--- config.mk ---
export PLATFORM = sky130hd
export DESIGN_NAME = mips_cpu_ifetch
export DESIGN_NICKNAME = d
export VERILOG_FILES = /design/src/rtl/mips_cpu_pkg.sv /design/src/rtl/mips_cpu_byteswap.sv /design/src/rtl/mips_cpu_ifetch.sv
export SDC_FILE = /design/constraint.sdc
export NUM_CORES = 1
export LEC_CHECK = 0
export BUFFER_PORTS_ARGS = -buffer_cell sky130_fd_sc_hd__buf_4
export CAP_MARGIN = 40
export CORE_MARGIN = 4
export CORE_UTILIZATION = 40
export DETAILED_ROUTE_END_ITERATION = 6
export PLACE_DENSITY = 0.79
export SYNTH_ARGS = -nofsm -noshare
export SYNTH_HDL_FRONTEND = slang
export SYNTH_SLANG_ARGS = --single-unit
--- constraint.sdc ---
create_clock -name clk -period 1.65 [get_ports clk]
set_clock_uncertainty 0.15 [all_clocks]
set_input_delay 0.0825 -clock clk [delete_from_list [all_inputs] [get_ports clk]]
set_output_delay 0.0825 -clock clk [all_outputs]
set_load 0.02 [all_outputs]
--- src/rtl/mips_cpu_pkg.sv ---
// Shared types and constants for the MIPS CPU front end.
package mips_cpu_pkg;

  typedef enum logic [2:0] {
    IDLE,
    REQ,
    RESP,
    HOLD,
    HALT
  } ifetch_state_t;

  localparam logic [31:0] HALT_ADDR_DEFAULT = 32'h0000_0000;

endpackage

--- src/rtl/mips_cpu_byteswap.sv ---
// Combinational 32-bit byte reversal (lane b takes source byte 3-b).
module mips_cpu_byteswap (
  input  logic [31:0] data_i,
  output logic [31:0] data_o
);

  for (genvar b = 0; b < 4; b++) begin : g_byte
    assign data_o[8*b +: 8] = data_i[8*(3-b) +: 8];
  end

endmodule

--- src/rtl/mips_cpu_ifetch.sv ---
// Instruction fetch unit: PC handshake in, Avalon-MM read, held instruction out.
// Optional MIPS_CPU_IFETCH_BYTESWAP_EN byte-reverses fetched words.
module mips_cpu_ifetch
  import mips_cpu_pkg::*;
#(
  parameter logic [31:0] HALT_ADDR = HALT_ADDR_DEFAULT
) (
  input  logic        clk,
  input  logic        rst,
  input  logic [31:0] pc_in,
  input  logic        pc_valid,
  output logic        pc_ready,
  input  logic        flush,
  output logic [31:0] imem_address,
  output logic        imem_read,
  input  logic        imem_waitrequest,
  input  logic [31:0] imem_readdata,
  input  logic        imem_readdatavalid,
  output logic [31:0] instr_out,
  output logic [31:0] instr_pc,
  output logic        instr_valid,
  input  logic        instr_ready,
  output logic        halted,
  output logic        fault
);

  ifetch_state_t state_q;
  logic [31:0]   addr_q, instr_q, ipc_q, rdata_fmt;
  logic          read_q, valid_q, halted_q, fault_q, drop_q;

`ifdef MIPS_CPU_IFETCH_BYTESWAP_EN
  mips_cpu_byteswap u_bswap (.data_i(imem_readdata), .data_o(rdata_fmt));
`else
  assign rdata_fmt = imem_readdata;
`endif

  always_ff @(posedge clk) begin
    if (rst) begin
      state_q  <= IDLE;
      addr_q   <= '0;
      read_q   <= 1'b0;
      instr_q  <= '0;
      ipc_q    <= '0;
      valid_q  <= 1'b0;
      halted_q <= 1'b0;
      fault_q  <= 1'b0;
      drop_q   <= 1'b0;
    end else begin
      unique case (state_q)
        IDLE: if (pc_valid && !flush) begin
          if (pc_in == HALT_ADDR) begin
            state_q  <= HALT;
            halted_q <= 1'b1;
          end else if (pc_in[1:0] != 2'b00) begin
            state_q  <= HALT;
            halted_q <= 1'b1;
            fault_q  <= 1'b1;
          end else begin
            state_q <= REQ;
            addr_q  <= pc_in;
            ipc_q   <= pc_in;
            read_q  <= 1'b1;
          end
        end
        // A flushed read still completes on the bus; its data is discarded later.
        REQ: begin
          if (flush) drop_q <= 1'b1;
          if (!imem_waitrequest) begin
            read_q  <= 1'b0;
            state_q <= RESP;
          end
        end
        RESP: begin
          if (imem_readdatavalid) begin
            if (drop_q || flush) begin
              drop_q  <= 1'b0;
              state_q <= IDLE;
            end else begin
              instr_q <= rdata_fmt;
              valid_q <= 1'b1;
              state_q <= HOLD;
            end
          end else if (flush) begin
            drop_q <= 1'b1;
          end
        end
        HOLD: if (flush || instr_ready) begin
          valid_q <= 1'b0;
          state_q <= IDLE;
        end
        HALT: ;
        default: state_q <= IDLE;
      endcase
    end
  end

  assign pc_ready     = (state_q == IDLE) && !flush;
  assign imem_address = addr_q;
  assign imem_read    = read_q;
  assign instr_out    = instr_q;
  assign instr_pc     = ipc_q;
  assign instr_valid  = valid_q;
  assign halted       = halted_q;
  assign fault        = fault_q;

endmodule

After elaboration in Yosys (flattened, before gate mapping)
Cells that the tools add are included.
{ "word_totals": {"reg_bits": 72, "inputBits": 71, "out_inout_bits": 101, "elab_cells": 67} }
{ "op_classes": {"eq_ne": 12, "n_mux": 23, "bitwise_logic": 4, "n_reduce_logical": 20} }
{ "ops": {"columns": ["cell", "count"], "rows": [
  ["$logic_not A32 Y1", 1],
  ["$mux W3", 6],
  ["$pmux W3 S5", 1],
  ["$ne A2 B2 Y1 const B", 7],
  ["$mux W1", 12],
  ["$reduce_and A4 Y1", 3],
  ["$reduce_and A5 Y1", 2],
  ["$reduce_bool A2 Y1", 5],
  ["$eq A3 B2 Y1 const B", 2],
  ["$pmux W1 S2", 3],
  ["$reduce_and A3 Y1", 2],
  ["$not A1 Y1", 4],
  ["$eq A3 B1 Y1 const B", 1],
  ["$eq A3 B3 Y1 const B", 1],
  ["$logic_not A3 Y1", 1],
  ["$ne A3 B3 Y1 const B", 1],
  ["$logic_and A1 B1 Y1", 2],
  ["$logic_or A1 B1 Y1", 2],
  ["$mux W2", 1],
  ["$reduce_and A2 Y1", 1],
  ["$logic_not A1 Y1", 1]
]} }

Depth between registers and ports, before layout
Gate-level depths: netlist of the first run.
{ "logic_depth": {"depth_word": 5, "ltp_mapped": 7, "mapped_depth_nobuf": 4} }

Least setup slack after synthesis of the first run
Ideal clock, no wire load.
{ "synth_timing": {"path_type": "register to register", "start": "reg state_q[0]", "end": "reg ipc_q[10] (netlist: instr_pc[10])", "setup_ps": 120, "arrival_ps": 1610, "t_required_ps": 1380, "setup_slack_ps": -230, "stages_incl_launch_ff": 8, "path_buffers": 3, "period_less_slack_ps": 1880, "cell_sequence": "dfxtp_1 buf_6 nor4_4 nand2_2 a211o_1 buf_6 buf_6 mux2i_1"} }
{ "synth_between": {"elab_chain_cells": 2} }
{ "synth_rtl": {"columns": ["item", "line_no", "source"], "rows": [
  ["from (decl)", "mips_cpu_ifetch.sv:27", "ifetch_state_t state_q;"],
  ["from (signal assigned)", "mips_cpu_ifetch.sv:39", "state_q <= IDLE;"],
  ["from (signal assigned)", "mips_cpu_ifetch.sv:52", "state_q <= HALT;"],
  ["from (signal assigned)", "mips_cpu_ifetch.sv:55", "state_q <= HALT;"],
  ["$logic_not A3 Y1", "mips_cpu_ifetch.sv:49", "unique case (state_q)"],
  ["$reduce_and A4 Y1 (no line)", null, null],
  ["to (signal assigned)", "mips_cpu_ifetch.sv:61", "ipc_q <= pc_in;"],
  ["to (decl)", "mips_cpu_ifetch.sv:28", "logic [31:0] addr_q, instr_q, ipc_q, rdata_fmt;"]
]} }
Every way passes these cells.
A chain may end at the register's enable or synchronous reset.

Final worst setup path of the first run
{ "layout_timing": {"start": "reg state_q[0]", "end": "reg instr_q[28] (netlist: instr_out[28])"} }
{ "layout_between": {"elab_chain_cells": 2} }
{ "layout_rtl": {"columns": ["item", "line_no", "source"], "rows": [
  ["$eq A3 B2 Y1", "mips_cpu_ifetch.sv:49", null],
  ["$reduce_and A3 Y1 (no line)", null, null],
  ["to (signal assigned)", "mips_cpu_ifetch.sv:79", "instr_q <= rdata_fmt;"],
  ["to (decl)", "mips_cpu_ifetch.sv:28", null]
]} }
Every way passes these cells.

==> load_flow_metrics.sql, run 1 <==
INSERT INTO impl_metrics (metric_group, metric, value, unit) VALUES
('status', 'outcome', 'finished, violations left', ''),
('status', 'violations', 'setup timing', ''),
('cells_and_area', 'num_antenna_cells', '0', ''),
('clock_network', 'clk_pin_slew_worst_paths', '70', 'ps'),
('worst_setup_path', 'critPathBufInv', '1', ''),
('sta', 'hold_slack', '32.14', 'ps'),
('logic_synthesis', 'synth_seq_area_share', '0.4422', ''),
('worst_setup_path', 'worstPathMaxFanout', '8', ''),
('sta', 'finalHoldViolCount', '0', ''),
('logic_synthesis', 'syn_area', '3259', 'um2'),
('clock_network', 'cts_buffers', '9', ''),
('worst_setup_path', 'worst_ep_arrival_time', '1780', 'ps'),
('sta', 'postLayoutSetupSlackWorst', '-62.16', 'ps'),
('sta', 'finalSetupViolations', '50', ''),
('worst_setup_path', 'critical_path.reg2reg.endpoint', 'instr_out[28]', ''),
('clock_network', 'maximum_number_of_buffers_from_clock_root_to_sink', '2', ''),
('clock_network', 'clock_tree.root_cell', 'clkbuf_8', ''),
('logic_synthesis', 'synthesized_area_per_cell', '8.881', 'um2'),
('worst_setup_path', 'r2r_start', 'state_q[0]', ''),
('worst_setup_path', 'end_kind', 'register', ''),
('placed_design', 'routabilityCongestion', '0.7414', ''),
('cells_and_area', 'flow.area_growth_from_synthesis', '78.27', '%'),
('cells_and_area', 'flip_flop_and_latch_area', '1450', 'um2'),
('sta', 'final_period_minus_worst_setup_slack', '1712', 'ps'),
('logic_synthesis', 'post_synth_num_cell_types', '33', ''),
('logic_synthesis', 'yosys_warnings', '0', ''),
('worst_setup_path', 'worst_setup_path_start_kind', 'register', ''),
('pwr', 'power_density', '721.2', 'nW/um2'),
('logic_synthesis', 'synth_cells', '367', ''),
('route', 'drc_errors', '0', ''),
('placed_design', 'dp_hpwl', '6545', 'um'),
('sta', 'max-slew-margin-rel', '0.7204', ''),
('worst_setup_path', 'crit_path_top_delay_cell', 'or4_4', ''),
('pwr', 'worst_case_vdd_ir_drop', '0.5224', 'mV'),
('run', 'drv_cap', '0', ''),
('min_path', 'min-delay-start', 'flush', ''),
('floorplanning', 'die_y', '98.27', 'um'),
('grt', 'initial_antenna_violation_count', '0', ''),
('min_path', 'worstHoldPathCells', '3', ''),
('grt', 'grt_pass1_wl', '15970', 'um'),
('worst_setup_path', 'crit_required', '1710', 'ps'),
('floorplanning', 'die_width', '98.27', 'um'),
('route', 'route.antenna.remaining_nets', '0', ''),
('floorplanning', 'fp-row-count', '32', ''),
('clock_network', 'cts_tree', 'built', ''),
('min_path', 'whs_endpoint', 'drop_q', ''),
('worst_setup_path', 'critPathTopFamily', 'simple AND/OR/NAND/NOR gates', ''),
('sta', 'tightest_slew', '413.6', 'ps'),
('route', 'total_routed_wirelength', '11580', 'um'),
('cells_and_area', 'finalNetCount', '657', ''),
('sta', 'achievable-frequency', '584.1', 'MHz'),
('sta', 'grt_setup_unrepaired', 'yes', ''),
('sta', 'min_period_over_period', '1.038', ''),
('worst_setup_path', 'crit_type', 'reg2reg', ''),
('placed_design', 'io_buffers', '171', ''),
('route', 'first_iter_violations', '159', ''),
('pwr', 'power.static_leakage', '2.652', 'nW'),
('floorplanning', 'pin_count', '172', ''),
('worst_setup_path', 'slowest_delay', '580', 'ps'),
('clock_network', 'clkLatencyLatePin', '330', 'ps'),
('worst_setup_path', 'cp_cell_sequence', 'nand2b_4 -> or4_4 -> clkbuf_16 -> nand2_1 -> a21oi_1', ''),
('pwr', 'total_power', '4.191', 'mW'),
('route', 'drt-pass1-iter-count', '4', ''),
('grt', 'grt_pass1_vias', '3298', ''),
('cells_and_area', 'multi_input_comb_area', '1698', 'um2'),
('worst_setup_path', 'ff2ff_path_depth', '5', ''),
('grt', 'groute.usage.overall', '0.2029', ''),
('route', 'vias_per_cell', '4.916', ''),
('floorplanning', 'fp.dieArea', '9657', 'um2'),
('cells_and_area', 'n_fill_cell', '516', ''),
('clock_network', 'cts.sink_count', '72', ''),
('cells_and_area', 'final_layout_size_suffix_gt1_frac', '0.4602', ''),
('worst_setup_path', 'worst-r2r-setup-slack', '-60', 'ps'),
('sta', 'drv_slew', '0', ''),
('grt', 'pin_count_of_the_biggest_net_entering_global_routing', '45', ''),
('floorplanning', 'floorplan.initialDensity', '0.4175', ''),
('grt', 'congestion_overflow_gr', '0', ''),
('route', 'post_drt_wl_per_cell', '16.72', 'um'),
('floorplanning', 'core_area', '7807', 'um2'),
('logic_synthesis', 'ys_seq_elements', '72', ''),
('min_path', 'holdCritPathClass', 'in2reg', ''),
('route', 'num_vias', '3407', ''),
('clock_network', 'h_tree_depth_reported_by_cts', '3', ''),
('logic_synthesis', 'post_synthesis_net_count', '438', '');
[through the flow]
stage	TNS [ps]	cells	area [um2]	util	setup slack, ps
2_1_floorplan	-10480	367	3259	-	-229.9
3_3_place_gp	-1751	597	4456	0.5707	-67.44
3_5_place_dp	-3678	597	4456	0.5707	-104.6
4_1_cts	-2.226	682	5353	0.6856	-1.368
5_1_grt	-3906	693	5811	0.7442	-117.1
6_report	-1191	693	5811	0.7442	-62.16
[synthesized netlist by cell type]
library cell | count | area share
dfxtp_1 | 72 | 0.44
nand2_1 | 64 | 0.074
nand2b_1 | 63 | 0.12
a21oi_1 | 35 | 0.054
buf_4 | 32 | 0.074
mux2i_1 | 30 | 0.092
clkbuf_1 | 13 | 0.015
buf_2 | 7 | 0.011
nor4_1 | 7 | 0.013
nor2_1 | 6 | 0.0069
buf_6 | 5 | 0.017
o21ai_0 | 3 | 0.0046
o31ai_1 | 3 | 0.0069
a31oi_1 | 2 | 0.0038
and3b_1 | 2 | 0.0054
and4_1 | 2 | 0.0054
inv_1 | 2 | 0.0023
nand4bb_1 | 2 | 0.0069
nor3_1 | 2 | 0.0031
nor3b_1 | 2 | 0.0046
a211o_1 | 1 | 0.0027
a211oi_1 | 1 | 0.0023
nand2_2 | 1 | 0.0019
nand3b_1 | 1 | 0.0023
nor4_2 | 1 | 0.0038
nor4_4 | 1 | 0.0065
nor4b_1 | 1 | 0.0027
o2111a_1 | 1 | 0.0035
o22a_1 | 1 | 0.0027
o22ai_1 | 1 | 0.0019
or2_2 | 1 | 0.0019
or4_1 | 1 | 0.0023
xor2_1 | 1 | 0.0027
[worst min-delay path: stages]
cell     delay (ps)
buf_4           150
a31oi_1         160
nor3_1           60
[placed cells by master, fill, tap and decap left out, drive strengths merged]
cell         count
or4              1
a31oi            2
a211o            1
nor3b            2
clkinvlp         1
a21oi           35
clkbuf          19
nor3             2
nand3b           1
or2              1
nand2b          63
buf            193
o31ai            3
nand2           65
mux2i           30
nand4bb          2
a211oi           1
dlygate4sd3     66
xor2             1
o22ai            1
and4             2
o22a             1
o2111a           1
nor4             9
nor4b            1
clkinv           2
and3b            2
o21ai            3
inv              2
dfxtp           72
nor2             6
[area by class of cell]
| class | count | share of cell area |
|---|---|---|
| clock buffers | 13 | 0.02562 |
| clock inverters | 3 | 0.003015 |
| inverters | 2 | 0.001292 |
| multi-input cells | 236 | 0.2922 |
| flip-flops and latches | 72 | 0.2496 |
| well taps | 102 | 0.02196 |
| repair buffers | 265 | 0.4063 |
[kinds of logic after synthesis]
logic type	count (synthesis)	synth area share
and+or+nand+nor	157	0.2618
AOI/OAI and AO/OA	48	0.08215
xor gates and xnor gates	1	0.002688
buffers and inverters	59	0.1190
DFF	72	0.4422
muxes	30	0.09213
[worst max-delay path by stage]
stage | startpoint | end | slack, ps | cells after the start
3_3_place_gp | state_q[0] | imem_read | -70 | 5
5_1_grt | state_q[0] | instr_out[28] | -120 | 5
3_5_place_dp | state_q[0] | imem_read | -100 | 5
4_1_cts | state_q[2] | instr_out[10] | -1 | 5
6_report | state_q[0] | instr_out[28] | -60 | 5
2_1_floorplan | state_q[0] | instr_pc[10] | -230 | 7
[report_power, final]
| group | leakage (nW) | switching, mW | internal (mW) |
|---|---|---|---|
| registers | 0.584 | 0.0688 | 1.81 |
| logic | 1.98 | 0.496 | 0.609 |
| clock network | 0.0834 | 0.618 | 0.584 |
[repair_timing]
action | in CTS | in global routing
hold endpoints to repair | 66 | 0
buffers inserted | 2 | 5
hold buffers | 66 | 0
gates resized for setup | 9 | 75
cloned | 1 | 7
pin swaps | 3 | 37
endpoints found under the setup margin | 67 | 64
[flip-flops by register name, indices dropped and copies added, names as in the netlist]
name         flops
instr_pc        32
state_q          3
instr_out       32
imem_read        1
halted           1
fault            1
instr_valid      1
drop_q           1
[per-layer routing]
layer,global-route usage,wire length [um]
met3,0.04429,858
met5,0,0
met4,0.08403,444
met1,0.2218,4134
met2,0.3764,6147
Note: power is estimated with default switching activity, not from simulation.
==> run 2, diff against run 1 <==
--- a/config.mk
+++ b/config.mk
@@ -11,6 +11,7 @@
 export CORE_UTILIZATION = 40
 export DETAILED_ROUTE_END_ITERATION = 6
 export PLACE_DENSITY = 0.79
+export SETUP_SLACK_MARGIN = 0.15
 export SYNTH_ARGS = -nofsm -noshare
 export SYNTH_HDL_FRONTEND = slang
 export SYNTH_SLANG_ARGS = --single-unit
==> load_flow_metrics.sql, run 2 (synthesis results as in run 1) <==
INSERT INTO impl_metrics (metric_group, metric, value, unit) VALUES
('route', 'num_vias', '3429', ''),
('grt', 'groute.usage.overall', '0.2113', ''),
('worst_setup_path', 'worst_ep_arrival_time', '1780', 'ps'),
('clock_network', 'clk_pin_slew_worst_paths', '80', 'ps'),
('worst_setup_path', 'slowest_delay', '590', 'ps'),
('placed_design', 'postPlaceCellArea', '4456', 'um2'),
('sta', 'grt_setup_unrepaired', 'yes', ''),
('worst_setup_path', 'worstPathMaxFanout', '8', ''),
('worst_setup_path', 'ff2ff_path_depth', '5', ''),
('cells_and_area', 'most_common_cell_after_layout_fill_and_taps_aside', 'buf_4', ''),
('grt', 'congestion_overflow_gr', '0', ''),
('min_path', 'holdCritPathClass', 'in2reg', ''),
('sta', 'postLayoutSetupSlackWorst', '-69.23', 'ps'),
('cells_and_area', 'mostFrequentLayoutCells', 'buf_4, dfxtp_1, dlygate4sd3_1', ''),
('pwr', 'total_power', '4.351', 'mW'),
('route', 'post_drt_wl_per_cell', '17.45', 'um'),
('clock_network', 'cts_tree', 'built', ''),
('worst_setup_path', 'worst-r2r-setup-slack', '-70', 'ps'),
('clock_network', 'clock_tree.root_cell', 'clkbuf_8', ''),
('worst_setup_path', 'r2r_start', 'state_q[0]', ''),
('sta', 'finalHoldViolCount', '0', ''),
('cells_and_area', 'finalNetCount', '657', ''),
('pwr', 'power.static_leakage', '2.815', 'nW'),
('route', 'first_iter_violations', '184', ''),
('floorplanning', 'core_area', '7807', 'um2'),
('clock_network', 'clkLatencyLatePin', '330', 'ps'),
('sta', 'final_period_minus_worst_setup_slack', '1719', 'ps'),
('sta', 'min_period_over_period', '1.042', ''),
('grt', 'initial_antenna_violation_count', '1', ''),
('placed_design', 'placement.setup.worst_slack', '-104.6', 'ps'),
('route', 'total_routed_wirelength', '12110', 'um'),
('worst_setup_path', 'crit_path_end', 'instr_out[20]', ''),
('route', 'drt-pass1-iter-count', '4', ''),
('floorplanning', 'fp.dieArea', '9657', 'um2'),
('clock_network', 'maximum_number_of_buffers_from_clock_root_to_sink', '2', ''),
('placed_design', 'dp_hpwl', '6545', 'um'),
('worst_setup_path', 'cp_cell_sequence', 'nand2b_4 -> or4_4 -> clkbuf_16 -> nand2_4 -> a21oi_2', ''),
('route', 'vias_per_cell', '4.941', ''),
('min_path', 'min-delay-start', 'pc_in[1]', ''),
('sta', 'max-slew-margin-rel', '0.6909', ''),
('worst_setup_path', 'worst_setup_path_start_kind', 'register', ''),
('cells_and_area', 'final_core_util', '0.7817', ''),
('grt', 'grt_pass1_wl', '16570', 'um'),
('floorplanning', 'die_width', '98.27', 'um'),
('cells_and_area', 'flow.area_growth_from_synthesis', '87.26', '%'),
('cells_and_area', 'final_area', '6103', 'um2'),
('pwr', 'worst_case_vdd_ir_drop', '0.5584', 'mV'),
('pwr', 'power_density', '712.8', 'nW/um2'),
('run', 'drv_cap', '0', ''),
('clock_network', 'h_tree_depth_reported_by_cts', '3', ''),
('worst_setup_path', 'cp-startpoint', 'state_q[0]', ''),
('sta', 'tightest_slew', '457.3', 'ps'),
('worst_setup_path', 'crit_required', '1710', 'ps'),
('floorplanning', 'die_y', '98.27', 'um'),
('sta', 'drv_slew', '0', ''),
('clock_network', 'cts_buffers', '9', ''),
('route', 'route.antenna.remaining_nets', '0', ''),
('placed_design', 'io_buffers', '171', ''),
('sta', 'achievable-frequency', '581.7', 'MHz'),
('floorplanning', 'floorplan.initialDensity', '0.4175', ''),
('worst_setup_path', 'crit_path_top_delay_cell', 'or4_4', ''),
('clock_network', 'cts.sink_count', '72', ''),
('cells_and_area', 'finalNonFillerCells', '694', ''),
('placed_design', 'routabilityCongestion', '0.7414', ''),
('route', 'drc_errors', '0', ''),
('worst_setup_path', 'critical_path.reg2reg.endpoint', 'instr_out[20]', ''),
('floorplanning', 'pin_count', '172', ''),
('placed_design', 'post-place-cells', '597', ''),
('grt', 'pin_count_of_the_biggest_net_entering_global_routing', '45', ''),
('floorplanning', 'fp-row-count', '32', ''),
('grt', 'grt_pass1_vias', '3385', ''),
('worst_setup_path', 'end_kind', 'register', ''),
('cells_and_area', 'final_layout_size_suffix_gt1_frac', '0.5245', ''),
('worst_setup_path', 'crit_type', 'reg2reg', ''),
('sta', 'finalSetupViolations', '39', ''),
('status', 'outcome', 'finished, violations left', ''),
('status', 'violations', 'setup timing', '');
[run 2: through the flow]
| step | hold WS, ps | setup TNS (ps) |
|---|---|---|
| floorplan | 68.50 | -10480 |
| global placement | 179.2 | -1751 |
| detailed placement | 189.9 | -3678 |
| CTS | 21.30 | 0 |
| global route | 58.65 | -3948 |
| finish | 40.36 | -1311 |
[run 2: area by class of cell]
class                   count  area [um2]
fillers                   474        1704
diodes                      1       2.502
well taps                 102       127.6
multi-input cells         236        1963
clock buffers              13       148.9
clock inverters             3       17.52
repair buffers            265        2386
inverters                   2       7.507
flip-flops and latches     72        1450
[run 2: worst max-delay path, delay by kind of cell (launching register included)]
kind,cells,cell delay [ps]
AO/OA/AOI/OAI,1,50
AND/OR/NAND/NOR,3,800
buffers and inverters,1,240
flip-flops,1,360
[run 2: what timing repair did]
item | 4_1_cts | 5_1_grt
pin swaps | 4 | 64
hold endpoints to repair | 65 | 0
resized for setup | 19 | 130
gates cloned | 3 | 3
hold buffers | 66 | 0
endpoints found under the setup margin | 69 | 69
setup buffers | 5 | 3
[run 2: how the worst min path moves through the flow]
stage                          endpoint  slack, ps  depth (start not counted)
after floorplan            instr_out[0]         70                          2
after global placement    instr_out[20]        180                          3
after detailed placement  instr_out[27]        190                          3
after CTS                        drop_q         20                          3
after global routing              fault         60                          4
final                             fault         40                          4
[run 2: metal layers]
metal,track usage,part of all wire
met5,0,0
met4,0.09664,0.035
met3,0.04643,0.053
met2,0.3806,0.54
met1,0.2366,0.37
[run 2: power breakdown]
part	total (mW)	switching [mW]	internal [mW]
Combinational	1.25	0.572	0.674
Sequential	1.89	0.0731	1.81
Clock	1.22	0.633	0.585
==> run 3, diff against run 2 <==
--- a/config.mk
+++ b/config.mk
@@ -7,11 +7,14 @@
 export LEC_CHECK = 0
 export BUFFER_PORTS_ARGS = -buffer_cell sky130_fd_sc_hd__buf_4
 export CAP_MARGIN = 40
+export CELL_PAD_IN_SITES_DETAIL_PLACEMENT = 1
+export CELL_PAD_IN_SITES_GLOBAL_PLACEMENT = 1
 export CORE_MARGIN = 4
-export CORE_UTILIZATION = 40
+export CORE_UTILIZATION = 34
 export DETAILED_ROUTE_END_ITERATION = 6
-export PLACE_DENSITY = 0.79
+export PLACE_DENSITY = 0.89
 export SETUP_SLACK_MARGIN = 0.15
+export SLEW_MARGIN = 5
 export SYNTH_ARGS = -nofsm -noshare
 export SYNTH_HDL_FRONTEND = slang
 export SYNTH_SLANG_ARGS = --single-unit
==> constraint.sdc (replaced) <==
create_clock -name clk -period 2.2 [get_ports clk]
set_clock_uncertainty 0.15 [all_clocks]
set_input_delay 0.11 -clock clk [delete_from_list [all_inputs] [get_ports clk]]
set_output_delay 0.11 -clock clk [all_outputs]
set_load 0.02 [all_outputs]
==> load_flow_metrics.sql, run 3 (synthesis results as in run 1) <==
INSERT INTO impl_metrics (metric_group, metric, value, unit) VALUES
('placed_design', 'dp_hpwl', '7767', 'um'),
('worst_setup_path', 'ff2ff_path_depth', '5', ''),
('grt', 'initial_antenna_violation_count', '2', ''),
('clock_network', 'clkLatencyLatePin', '340', 'ps'),
('pwr', 'pwr-share-comb', '0.209', ''),
('grt', 'pin_count_of_the_biggest_net_entering_global_routing', '89', ''),
('clock_network', 'cts.sink_count', '72', ''),
('sta', 'min_period_over_period', '0.8959', ''),
('route', 'first_iter_violations', '87', ''),
('floorplanning', 'die_width', '105.9', 'um'),
('sta', 'grt_setup_unrepaired', 'no', ''),
('run', 'drv_cap', '0', ''),
('grt', 'grt_pass1_vias', '3770', ''),
('pwr', 'power.net_switching', '900.0', 'uW'),
('pwr', 'p_sw_frac', '0.2847', ''),
('floorplanning', 'fp-row-count', '35', ''),
('sta', 'finalSetupViolations', '0', ''),
('sta', 'final_period_minus_worst_setup_slack', '1971', 'ps'),
('floorplanning', 'floorplan.initialDensity', '0.3511', ''),
('route', 'drt-pass1-iter-count', '4', ''),
('pwr', 'power.sequential.fraction', '0.449', ''),
('clock_network', 'clock_tree.root_cell', 'clkbuf_8', ''),
('pwr', 'total_power', '3.161', 'mW'),
('floorplanning', 'core_area', '9284', 'um2'),
('placed_design', 'routabilityCongestion', '0.8215', ''),
('route', 'drc_errors', '0', ''),
('worst_setup_path', 'crit_path_end', 'instr_pc[9]', ''),
('worst_setup_path', 'worstPathMaxFanout', '13', ''),
('placed_design', 'io_buffers', '171', ''),
('cells_and_area', 'flow.area_growth_from_synthesis', '63.11', '%'),
('cells_and_area', 'most_common_cell_after_layout_fill_and_taps_aside', 'buf_4', ''),
('floorplanning', 'pin_count', '172', ''),
('route', 'vias_per_cell', '4.746', ''),
('route', 'route.antenna.remaining_nets', '0', ''),
('sta', 'totalNegativeSetupSlack', '0', 'ps'),
('status', 'outcome', 'complete, no violations', ''),
('pwr', 'power_report.internal_total', '2.261', 'mW'),
('grt', 'groute.usage.overall', '0.2188', ''),
('sta', 'drv_slew', '0', ''),
('pwr', 'power_density', '594.7', 'nW/um2'),
('grt', 'congestion_overflow_gr', '0', ''),
('worst_setup_path', 'crit_required', '2310', 'ps'),
('worst_setup_path', 'end_kind', 'register', ''),
('clock_network', 'cts_tree', 'built', ''),
('clock_network', 'maximum_number_of_buffers_from_clock_root_to_sink', '2', ''),
('cells_and_area', 'final_layout_size_suffix_gt1_frac', '0.3560', ''),
('cells_and_area', 'mostFrequentLayoutCells', 'buf_4, dfxtp_1, dlygate4sd3_1', ''),
('worst_setup_path', 'crit_type', 'in2reg', ''),
('min_path', 'holdCritPathClass', 'in2reg', ''),
('floorplanning', 'fp.dieArea', '11220', 'um2'),
('sta', 'tightest_slew', '705.7', 'ps'),
('route', 'num_vias', '3341', ''),
('cells_and_area', 'finalNetCount', '639', ''),
('grt', 'grt_pass1_wl', '19500', 'um'),
('clock_network', 'clk_pin_slew_worst_paths', '80', 'ps'),
('worst_setup_path', 'critical_path.reg2reg.endpoint', 'instr_out[24]', ''),
('pwr', 'power.static_leakage', '2.468', 'nW'),
('sta', 'max-slew-margin-rel', '0.5296', ''),
('pwr', 'worst_case_vdd_ir_drop', '0.3634', 'mV'),
('min_path', 'min-delay-start', 'imem_readdatavalid', ''),
('cells_and_area', 'n_fill_cell', '1086', ''),
('worst_setup_path', 'worst_setup_path_start_kind', 'primary input', ''),
('worst_setup_path', 'worst_ep_arrival_time', '2080', 'ps'),
('clock_network', 'cts_buffers', '9', ''),
('route', 'total_routed_wirelength', '12620', 'um'),
('min_path', 'worstHoldPathCells', '4', ''),
('sta', 'achievable-frequency', '507.4', 'MHz'),
('route', 'post_drt_wl_per_cell', '17.92', 'um'),
('clock_network', 'h_tree_depth_reported_by_cts', '3', ''),
('worst_setup_path', 'r2r_start', 'state_q[0]', ''),
('worst_setup_path', 'worst-r2r-setup-slack', '230', 'ps'),
('sta', 'finalHoldViolCount', '0', ''),
('floorplanning', 'die_y', '105.9', 'um'),
('worst_setup_path', 'cp-startpoint', 'pc_in[16]', ''),
('sta', 'hold_slack', '23.13', 'ps'),
('pwr', 'clkPwrFrac', '0.341', '');
==> run 3: per-layer routing <==
metal  part of all wire  vias to the layer above  GRT usage  wire (um)
met4              0.040                        0     0.1193        504
met5                  0                        -          0          0
met2               0.56                      112     0.4244       7070
met3              0.034                       34    0.03036        435
li1                   -                     1586          -          -
met1               0.37                     1609     0.2233       4609
==> run 3: power by group through the flow <==
| stage | Combinational, mW | Clock [mW] | Sequential (mW) |
|---|---|---|---|
| final | 0.662 | 1.08 | 1.42 |
| after global routing | 0.710 | 1.16 | 1.43 |
| after floorplan | 0.284 | 0 | 1.47 |
| after detailed placement | 0.542 | 0 | 1.45 |
| after CTS | 0.638 | 1.08 | 1.42 |
| after global placement | 0.527 | 0 | 1.44 |
==> run 3: worst max-delay path, cell delays in order <==
cell and delay, ps:
dlygate4sd3_1 540, buf_4 150, nor4_1 340, and4_1 300
a211o_4 220, buf_12 180, mux2i_1 230
==> run 3: worst min path at each step <==
stage | endpoint | slack (ps)
after detailed placement | instr_out[26] | 220
after floorplan | instr_out[0] | 100
after global routing | drop_q | 40
after global placement | instr_out[18] | 210
after CTS | fault | 10
final | drop_q | 20
==> run 3: stage by stage <==
stage	area, um2	worst slack (ps)	std cells	util
global route	5316	120.5	704	0.5726
CTS	5240	161.3	697	0.5644
floorplan	3259	320.1	367	-
detailed placement	4392	233.9	616	0.4730
global placement	4392	307.1	616	0.4730
finish	5316	229.1	704	0.5726
==> run 3: cell type report <==
class / count / area (um2) / share of cell area
Timing Repair Buffer: 247 / 2047 / 0.3850
Multi-Input combinational cell: 236 / 1456 / 0.2739
Sequential cell: 72 / 1441 / 0.2711
Tap cell: 129 / 161.4 / 0.03036
Clock buffer: 11 / 141.4 / 0.02659
Clock inverter: 5 / 56.30 / 0.01059
Inverter: 2 / 7.507 / 0.001412
Antenna cell: 2 / 5.005 / 0.0009414
==> run 3: timing repair <==
| action | in CTS | in global routing |
|---|---|---|
| hold buffers | 65 | 0 |
| hold endpoints to repair | 67 | 0 |
| resized for setup | 0 | 3 |
| buffers inserted | 0 | 4 |
| setup endpoints to repair | 0 | 38 |
